==> src/rtl/display_scan_ctrl_if.sv <==
// Bundles the load/blink/blanking controls and the scan outputs of display_scan_ctrl.
// The master side is the driving logic or testbench. The slave side is the scan controller.
interface display_scan_ctrl_if;
  logic [15:0] digits_in;
  logic        load;
  logic        blink_en;
  logic [3:0]  blink_mask;
  logic        lz_en;
  logic [3:0]  code_out;
  logic [3:0]  an;
  logic        frame_tick;

  modport master (
    output digits_in, load, blink_en, blink_mask, lz_en,
    input  code_out, an, frame_tick
  );

  modport slave (
    input  digits_in, load, blink_en, blink_mask, lz_en,
    output code_out, an, frame_tick
  );
endinterface

==> src/rtl/display_scan_ctrl.sv <==
// Four-digit multiplexed 7-seg scanner: a BLANK/SHOW FSM with staged tear-free loads, blink and leading-zero blanking.
// Outputs are registered on the FSM edge. There is no backpressure; a load is only ever staged until the next frame boundary.
module display_scan_ctrl #(
  parameter int SCAN_DIV     = 50000,
  parameter int BLANK_CYCLES = 500,
  parameter int BLINK_FRAMES = 100
) (
  input  logic                 clk,
  input  logic                 rst,
  display_scan_ctrl_if.slave   bus
);

  localparam int CMAX = (SCAN_DIV > BLANK_CYCLES) ? SCAN_DIV : BLANK_CYCLES;
  localparam int CW   = (CMAX > 1) ? $clog2(CMAX) : 1;
  localparam int FW   = (BLINK_FRAMES > 1) ? $clog2(BLINK_FRAMES) : 1;
  localparam logic [CW-1:0] BLANK_LAST = CW'(BLANK_CYCLES - 1);
  localparam logic [CW-1:0] SHOW_LAST  = CW'(SCAN_DIV - 1);
  localparam logic [FW-1:0] FRAME_LAST = FW'(BLINK_FRAMES - 1);

  typedef enum logic {BLANK = 1'b0, SHOW = 1'b1} state_t;

  state_t        state;
  logic [CW-1:0] cnt;
  logic [1:0]    idx;
  logic [FW-1:0] fcnt;
  logic          blink_phase;
  logic          pending;
  logic [15:0]   shadow;
  logic [15:0]   staging;
  logic [3:0]    code_q;
  logic [3:0]    an_q;
  logic          tick_q;

  logic [3:0]    cur_digit;
  logic          blanked;

  always_comb begin
    cur_digit = shadow[3:0];
    case (idx)
      2'd0: cur_digit = shadow[3:0];
      2'd1: cur_digit = shadow[7:4];
      2'd2: cur_digit = shadow[11:8];
      2'd3: cur_digit = shadow[15:12];
      default: cur_digit = shadow[3:0];
    endcase
  end

  // Evaluated only on SHOW entry, so control changes never disturb a lit digit.
  assign blanked = (bus.blink_en && bus.blink_mask[idx] && blink_phase) ||
                   (idx == 2'd3 && bus.lz_en && cur_digit == 4'd0);

  always_ff @(posedge clk) begin
    if (rst) begin
      state       <= BLANK;
      cnt         <= '0;
      idx         <= 2'd0;
      fcnt        <= '0;
      blink_phase <= 1'b0;
      pending     <= 1'b0;
      shadow      <= 16'h0000;
      staging     <= 16'h0000;
      an_q        <= 4'b1111;
      code_q      <= 4'hF;
      tick_q      <= 1'b0;
    end else begin
      tick_q <= 1'b0;
      if (bus.load) begin
        staging <= bus.digits_in;
        pending <= 1'b1;
      end
      case (state)
        BLANK: begin
          if (cnt == BLANK_LAST) begin
            state  <= SHOW;
            cnt    <= '0;
            an_q   <= ~(4'b0001 << idx);
            code_q <= blanked ? 4'hF : cur_digit;
          end else begin
            cnt <= cnt + 1'b1;
          end
        end
        SHOW: begin
          if (cnt == SHOW_LAST) begin
            state  <= BLANK;
            cnt    <= '0;
            idx    <= idx + 2'd1;
            an_q   <= 4'b1111;
            code_q <= 4'hF;
            if (idx == 2'd3) begin
              // Frame boundary: a coincident load bypasses staging and wins.
              tick_q  <= 1'b1;
              pending <= 1'b0;
              if (bus.load)
                shadow <= bus.digits_in;
              else if (pending)
                shadow <= staging;
              if (fcnt == FRAME_LAST) begin
                fcnt        <= '0;
                blink_phase <= ~blink_phase;
              end else begin
                fcnt <= fcnt + 1'b1;
              end
            end
          end else begin
            cnt <= cnt + 1'b1;
          end
        end
        default: begin
          state <= BLANK;
          cnt   <= '0;
        end
      endcase
    end
  end

  assign bus.code_out   = code_q;
  assign bus.an         = an_q;
  assign bus.frame_tick = tick_q;

endmodule

==> src/flat_wrapper.sv <==
// flat-port wrapper written by rule: the top's interface ports become plain ports
module display_scan_ctrl_flat 
#(
  parameter int SCAN_DIV     = 50000,
  parameter int BLANK_CYCLES = 500,
  parameter int BLINK_FRAMES = 100
)
  (clk, rst, bus_digits_in, bus_load, bus_blink_en, bus_blink_mask, bus_lz_en, bus_code_out, bus_an, bus_frame_tick);
  display_scan_ctrl_if bus_i ();
  input  logic clk;
  input  logic rst;
  input wire logic [$bits(bus_i.digits_in)-1:0] bus_digits_in;
  input wire logic [$bits(bus_i.load)-1:0] bus_load;
  input wire logic [$bits(bus_i.blink_en)-1:0] bus_blink_en;
  input wire logic [$bits(bus_i.blink_mask)-1:0] bus_blink_mask;
  input wire logic [$bits(bus_i.lz_en)-1:0] bus_lz_en;
  output wire logic [$bits(bus_i.code_out)-1:0] bus_code_out;
  output wire logic [$bits(bus_i.an)-1:0] bus_an;
  output wire logic [$bits(bus_i.frame_tick)-1:0] bus_frame_tick;
  assign bus_i.digits_in = bus_digits_in;
  assign bus_i.load = bus_load;
  assign bus_i.blink_en = bus_blink_en;
  assign bus_i.blink_mask = bus_blink_mask;
  assign bus_i.lz_en = bus_lz_en;
  assign bus_code_out = bus_i.code_out;
  assign bus_an = bus_i.an;
  assign bus_frame_tick = bus_i.frame_tick;
  display_scan_ctrl #(.SCAN_DIV(SCAN_DIV), .BLANK_CYCLES(BLANK_CYCLES), .BLINK_FRAMES(BLINK_FRAMES)) u_core (.clk(clk), .rst(rst), .bus(bus_i));
endmodule
==> config.mk <==
export PLATFORM = sky130hd
export DESIGN_NAME = display_scan_ctrl_flat
export DESIGN_NICKNAME = d
export VERILOG_FILES = /design/src/rtl/display_scan_ctrl_if.sv /design/src/rtl/display_scan_ctrl.sv /design/src/flat_wrapper.sv
export SDC_FILE = /design/constraint.sdc
export NUM_CORES = 1
export LEC_CHECK = 0
export BUFFER_PORTS_ARGS = -buffer_cell sky130_fd_sc_hd__buf_2
export CAP_MARGIN = 10
export CORE_MARGIN = 1.5
export CORE_UTILIZATION = 30
export DETAILED_ROUTE_END_ITERATION = 10
export SLEW_MARGIN = 20
export SYNTH_ARGS = -nofsm -noshare
export SYNTH_HDL_FRONTEND = slang
export SYNTH_SLANG_ARGS = --single-unit
==> constraint.sdc <==
create_clock -name clk -period 2.6 [get_ports clk]
set_input_delay 0.52 -clock clk [delete_from_list [all_inputs] [get_ports clk]]
set_output_delay 0.52 -clock clk [all_outputs]
set_load 0.005 [all_outputs]
Word level (Yosys, flattened, before mapping)
Cells that the tools add are included.
- bits in registers: 69
- bits in latches: 0
- bits in writable memories: 0
- ROM bits: 0
- input bits: 25
- output and inout bits: 9
- logic and storage cells: 65
- memories kept: 0
- $add $sub $neg: 3
- multiply operators: 0
- divide/modulo/power cells: 0
- order comparisons: 1
- eq/ne operators: 8
- shift operators: 1
- muxes and demuxes: 23
- bitwise logic cells: 4
- reduce and logical (&&, ||, !) cells: 14
- operator list (operator ; number):
    16-bit two-way mux ; 4
    16-bit case mux with 2 select lines ; 1
    16-bit by 1-bit adder with 16-bit output (second input constant) ; 1
    16-bit == test (second input constant) ; 1
    16-bit by 9-bit == test with 1-bit output (second input constant) ; 1
    4-bit two-way mux ; 4
    4-bit case mux with 2 select lines ; 2
    4-bit case mux with 4 select lines ; 1
    1-bit two-way mux ; 8
    4-bit AND reduction ; 2
    7-bit by 1-bit adder with 7-bit output (second input constant) ; 1
    7-bit == test (second input constant) ; 1
    7-bit two-way mux ; 1
    2-bit == test (second input constant) ; 2
    1-bit logical AND ; 4
    4-bit zero test ; 1
    4-bit NOT ; 1
    2-bit AND reduction ; 2
    1-bit by 2-bit left shift with 4-bit output (first input constant) ; 1
    2-bit by 3-bit less-than comparator with 1-bit output (second input constant) ; 1
    1-bit NOT ; 3
    3-bit AND reduction ; 1
    3-bit OR reduction ; 1
    2-bit by 1-bit adder with 2-bit output (second input constant) ; 1
    other kinds (8) ; 8

Longest topological paths before layout
- word-level depth: 8
- depth in mapped cells: 8
- gate-level depth less buffers: 7

Worst setup path after synthesis
Ideal clock, no wire load.
- path kind: register to register
- from: register u_core.idx[1]
- to: register u_core.code_q[1] (netlist: u_core.bus.code_out[1])
- library setup time: 0.056 ns
- data arrival time: 1.934 ns
- data required time: 2.544 ns
- path slack: 0.610 ns
- stages on the path, launching flop included: 8
- buffers on the path: 0
- clock period less this slack: 1.990 ns
- path through: dfxtp_1 inv_1 ha_1 a222oi_1 a21oi_1 or4_4 o21ai_2 o22a_2
- word-level cells in the longest chain between the ends: 8
- elaborated cells on any way between the ends: 16
- those cells by class: eq/ne: 3; mux: 6; reduce/logical: 7
- RTL lines (item ; RTL line ; text):
    start, declared ; display_scan_ctrl.sv:24 ; logic [1:0] idx;
    start signal, assigned ; display_scan_ctrl.sv:86 ; idx <= idx + 2'd1;
    2-bit == test, or another cell as far along ; display_scan_ctrl.sv:39, display_scan_ctrl.sv:50 ;
    4-bit case mux with 4 select lines or 1-bit two-way mux (tied branches) ; display_scan_ctrl.sv:39, display_scan_ctrl.sv:49 ;
    4-bit zero test or 1-bit logical AND (tied branches) ; display_scan_ctrl.sv:50, display_scan_ctrl.sv:49 ;
    1-bit logical AND, on equally long branches ; display_scan_ctrl.sv:50, display_scan_ctrl.sv:49 ;
    1-bit logical OR ; display_scan_ctrl.sv:49 ; assign blanked = (bus.blink_en && bus.blink_mask[idx] && blink_phase) ||
    4-bit two-way mux (*) ; display_scan_ctrl.sv:77 ; code_q <= blanked ? 4'hF : cur_digit;
    4-bit two-way mux (*) ; display_scan_ctrl.sv:73 ; if (cnt == BLANK_LAST) begin
    4-bit case mux with 2 select lines (*) ; display_scan_ctrl.sv:71 ; case (state)
    end signal, assigned ; display_scan_ctrl.sv:77 ;
    end, declared ; display_scan_ctrl.sv:30 ; logic [3:0] code_q;
Mark *: on every way between the ends. The rest lies on a longest branch, timed or not. The select of a mux whose other input is x is not followed.
A chain may end at the register's enable or synchronous reset.

Worst setup path in the final report
Same ends and word-level chain as after synthesis.

==> key figures <==
Global route
  – Total track usage: 0.1236
  – Vias in the first global route: 2025
  – GRT Residual Overflow: 0
  – Pin count of the biggest net entering global routing: 42
  – Met3 Track Usage GR: 0.02761
  – Met2 usage: 0.1774
  – Initial antenna violation count: 0
  – Global-route wire length before repair: 9.763 mm
  – GRT busiest layer: met2
  – GR Layer Usage met1: 0.1702

Die
  – I/O pins: 34
  – Num rows: 35
  – Die H: 101.7 um
  – Die area: 10350 um^2
  – CORE AREA: between 9000 and 10000 um^2
  – Starting density of the core: 0.3136
  – DIE WIDTH: 101.7 um

Synthesis
  – EDFF count, synth: 0
  – Netlist cell types: between 40 and 50
  – Synth Instances: 317
  – Ys flop type: dfxtp_1
  – Synth async-reset ratio: 0
  – Synthesized area: 2925 um^2
  – Leading area contributor after synthesis: dfxtp_1
  – Register area share after synthesis: 0.4722
  – Syn avg cell area: 9.228 um^2
  – Post-synth top cells: dfxtp_1, nor2_1, nand2_1
  – Top cells by area, synth: dfxtp_1, mux2i_1, nor2_1, nand2_1, xnor2_1
  – Synth top area share: 0.4722
  – Syn. warnings: 0
  – Seq cells post-synth: 69
  – Most frequent cell after synthesis: dfxtp_1
  – Post-Syn Nets: 349

STA
  – Worst rel slew slack: 0.6456
  – Final number of hold-violating endpoints: 0
  – Final Max Tran Viols: 0
  – Worst slew pin tran: 528.7 ps
  – Max Clock Freq: 445.2 MHz
  – Clock skew: 10.63 ps
  – Final setup fails: 0
  – Min cycle time layout: ~2200 ps
  – Final setup TNS: 0 ps
  – Final worst setup slack: 353.7 ps
  – Fin crit share: 0.8640
  – RSZ-0062 raised after global routing: no

Clock tree
  – TritonCTS clock tree: yes
  – Cts hold-fix bufs: 0
  – Post-CTS Setup Bufs: 0
  – Reg clk slew, reported paths: ~70 ps
  – CTS sink cnt: 69
  – H-Tree Depth: 3
  – Clock buffer count from CTS: 9
  – Worst-Skew Late Latency: 340 ps
  – Resized cells post-CTS: 0
  – Clock Tree Root: clkbuf_8
  – Clk buf depth: 2

Worst setup path
  – Family with the most delay on the worst path: compound AO/OA/AOI/OAI gates
  – CP cell instances: inv_1 -> ha_1 -> a222oi_1 -> a21oi_1 -> or4_4 -> o21ai_2 -> o22a_2
  – Critical path launch point type: flop
  – Worst Path Buf+Inv: 1
  – CP peak stage delay: 560 ps
  – Crit-path slowest cell: or4_4
  – Arrival @ worst endpoint: 2540 ps
  – CP endpoint kind: flop
  – CP Class: reg -> reg
  – Required @ worst endpoint: a little under 3000 ps
  – Crit-path max FO: 5

Detailed routing
  – Via count: around 2.2k
  – Starting DRT DRC Count: 120
  – Drt first pass iters: 4
  – Post-Route WL: about 5.8 mm
  – WL per Instance: 12.05 um
  – DRC Markers: 0
  – Post-DRT Antenna Nets: 0
  – Post-DR vias/cell: 4.591

Place
  – HPWL Detailed: 4.253 mm
  – Place WS: about 400 ps
  – Global placement routability congestion: 0.7710
  – IO buf count: 33
  – DP Cell Count: 466

Outcome
  – Outcome: complete, no violations

Cells and area
  – Synth-to-layout area growth: 16.94%
  – Layout cells sized above 1: 0.1785
  – Antenna diode count: 0
  – NumNets Final: 380
  – Final std cells w/o fill: 482

Flow run
  – Max_cap viols: 0

Pwr
  – Peak supply drop: 0.0003400 V
  – Leak pwr: roughly 1.3 nW
  – PD cells: 625.4 nW/um^2

Min path
  – Worst Hold Class: in -> reg
-- final timing paths --
path	end	from	slack (ps)	cells after the start
hold / removal	u_core.state	rst	410	2
setup reg to reg	u_core.bus.code_out[1]	u_core.idx[1]	350	7
setup / recovery	u_core.bus.code_out[1]	u_core.idx[1]	350	7
hold reg to reg	u_core.cnt[0]	u_core.cnt[0]	460	1
-- layout by cell type (no fill, tap or decap), drive strengths merged --
| cell type | n |
|---|---|
| nand4 | 7 |
| xnor2 | 12 |
| bufinv | 2 |
| a222oi | 3 |
| mux4 | 1 |
| nand2 | 28 |
| ha | 7 |
| or2 | 2 |
| nor4bb | 1 |
| and4 | 3 |
| or3 | 2 |
| o21ai | 20 |
| nor2 | 48 |
| o22a | 4 |
| nor3 | 8 |
| nand3 | 7 |
| clkinvlp | 1 |
| and4b | 1 |
| xor2 | 7 |
| or4 | 1 |
| and3 | 2 |
| or4b | 1 |
| inv | 8 |
| buf | 36 |
| nand2b | 16 |
| mux2i | 18 |
| a31oi | 1 |
| nand3b | 1 |
| a21oi | 12 |
| nor4 | 5 |
| a22oi | 1 |
| and4bb | 1 |
| dfxtp | 69 |
| nor3b | 1 |
| and2b | 3 |
| clkbuf | 13 |
-- area by class of cell --
| class | count | area, um^2 |
|---|---|---|
| flip-flops and latches | 69 | 1381 |
| clock inverters | 3 | 67.56 |
| inverters | 8 | 30.03 |
| well taps | 129 | 161.4 |
| repair buffers | 36 | 187.7 |
| multi-input cells | 224 | 1434 |
| fillers | 970 | 5907 |
| clock buffers | 13 | 158.9 |
-- worst reg2reg max path: cells and delay by family, from the launching register on --
| kind | cells | cell delay [ps] |
|---|---|---|
| simple gates | 1 | 560 |
| compound gates | 4 | 870 |
| flops | 1 | 410 |
| fa+ha+maj | 1 | 260 |
| buf+inv | 1 | 110 |
-- where the power goes --
group,leakage (nW),switching (W),internal [W],total [W]
Sequential,0.560,0.00000731,0.00108,0.00108
Combinational,0.620,0.0000437,0.0000397,0.0000833
Clock,0.110,0.000379,0.000593,0.000973
Total,1.29,0.000430,0.00171,0.00214
-- flip-flops by register name (all words and copies together) (netlist names), 2 cells and up --
| signal | cells |
|---|---|
| u_core.shadow | 16 |
| u_core.bus.code_out | 4 |
| u_core.cnt | 16 |
| u_core.idx | 2 |
| u_core.fcnt | 7 |
| u_core.staging | 16 |
| u_core.bus.an | 4 |
-- per-layer routing --
layer  up-vias  part of all wire
met3        10             0.040
met2        39              0.43
li1       1147                 -
met5         -                 0
met1      1017              0.51
met4         0             0.020
-- stage by stage --
stage	utilization	cell area [um^2]	hold WS, ps	total power [W]
finish	0.3667	3421	411.6	0.002139
global route	0.3667	3421	411.3	0.002224
CTS	0.3667	3421	397.4	0.002172
detailed placement	0.3425	3194	454.1	0.001193
global placement	0.3425	3194	441.2	0.001191
floorplan	-	2925	426.4	0.001163
-- kinds of logic after synthesis --
kind of cell / after synthesis / share of synthesized area
and+or+nand+nor: 138 / 0.2468
muxes: 19 / 0.06929
DFF: 69 / 0.4722
xor gates and xnor gates: 19 / 0.05689
buffers and inverters: 24 / 0.04063
AOI/OAI and AO/OA: 41 / 0.08426
adders and majority gates: 7 / 0.02994
Power figures use the tool's default switching activity.
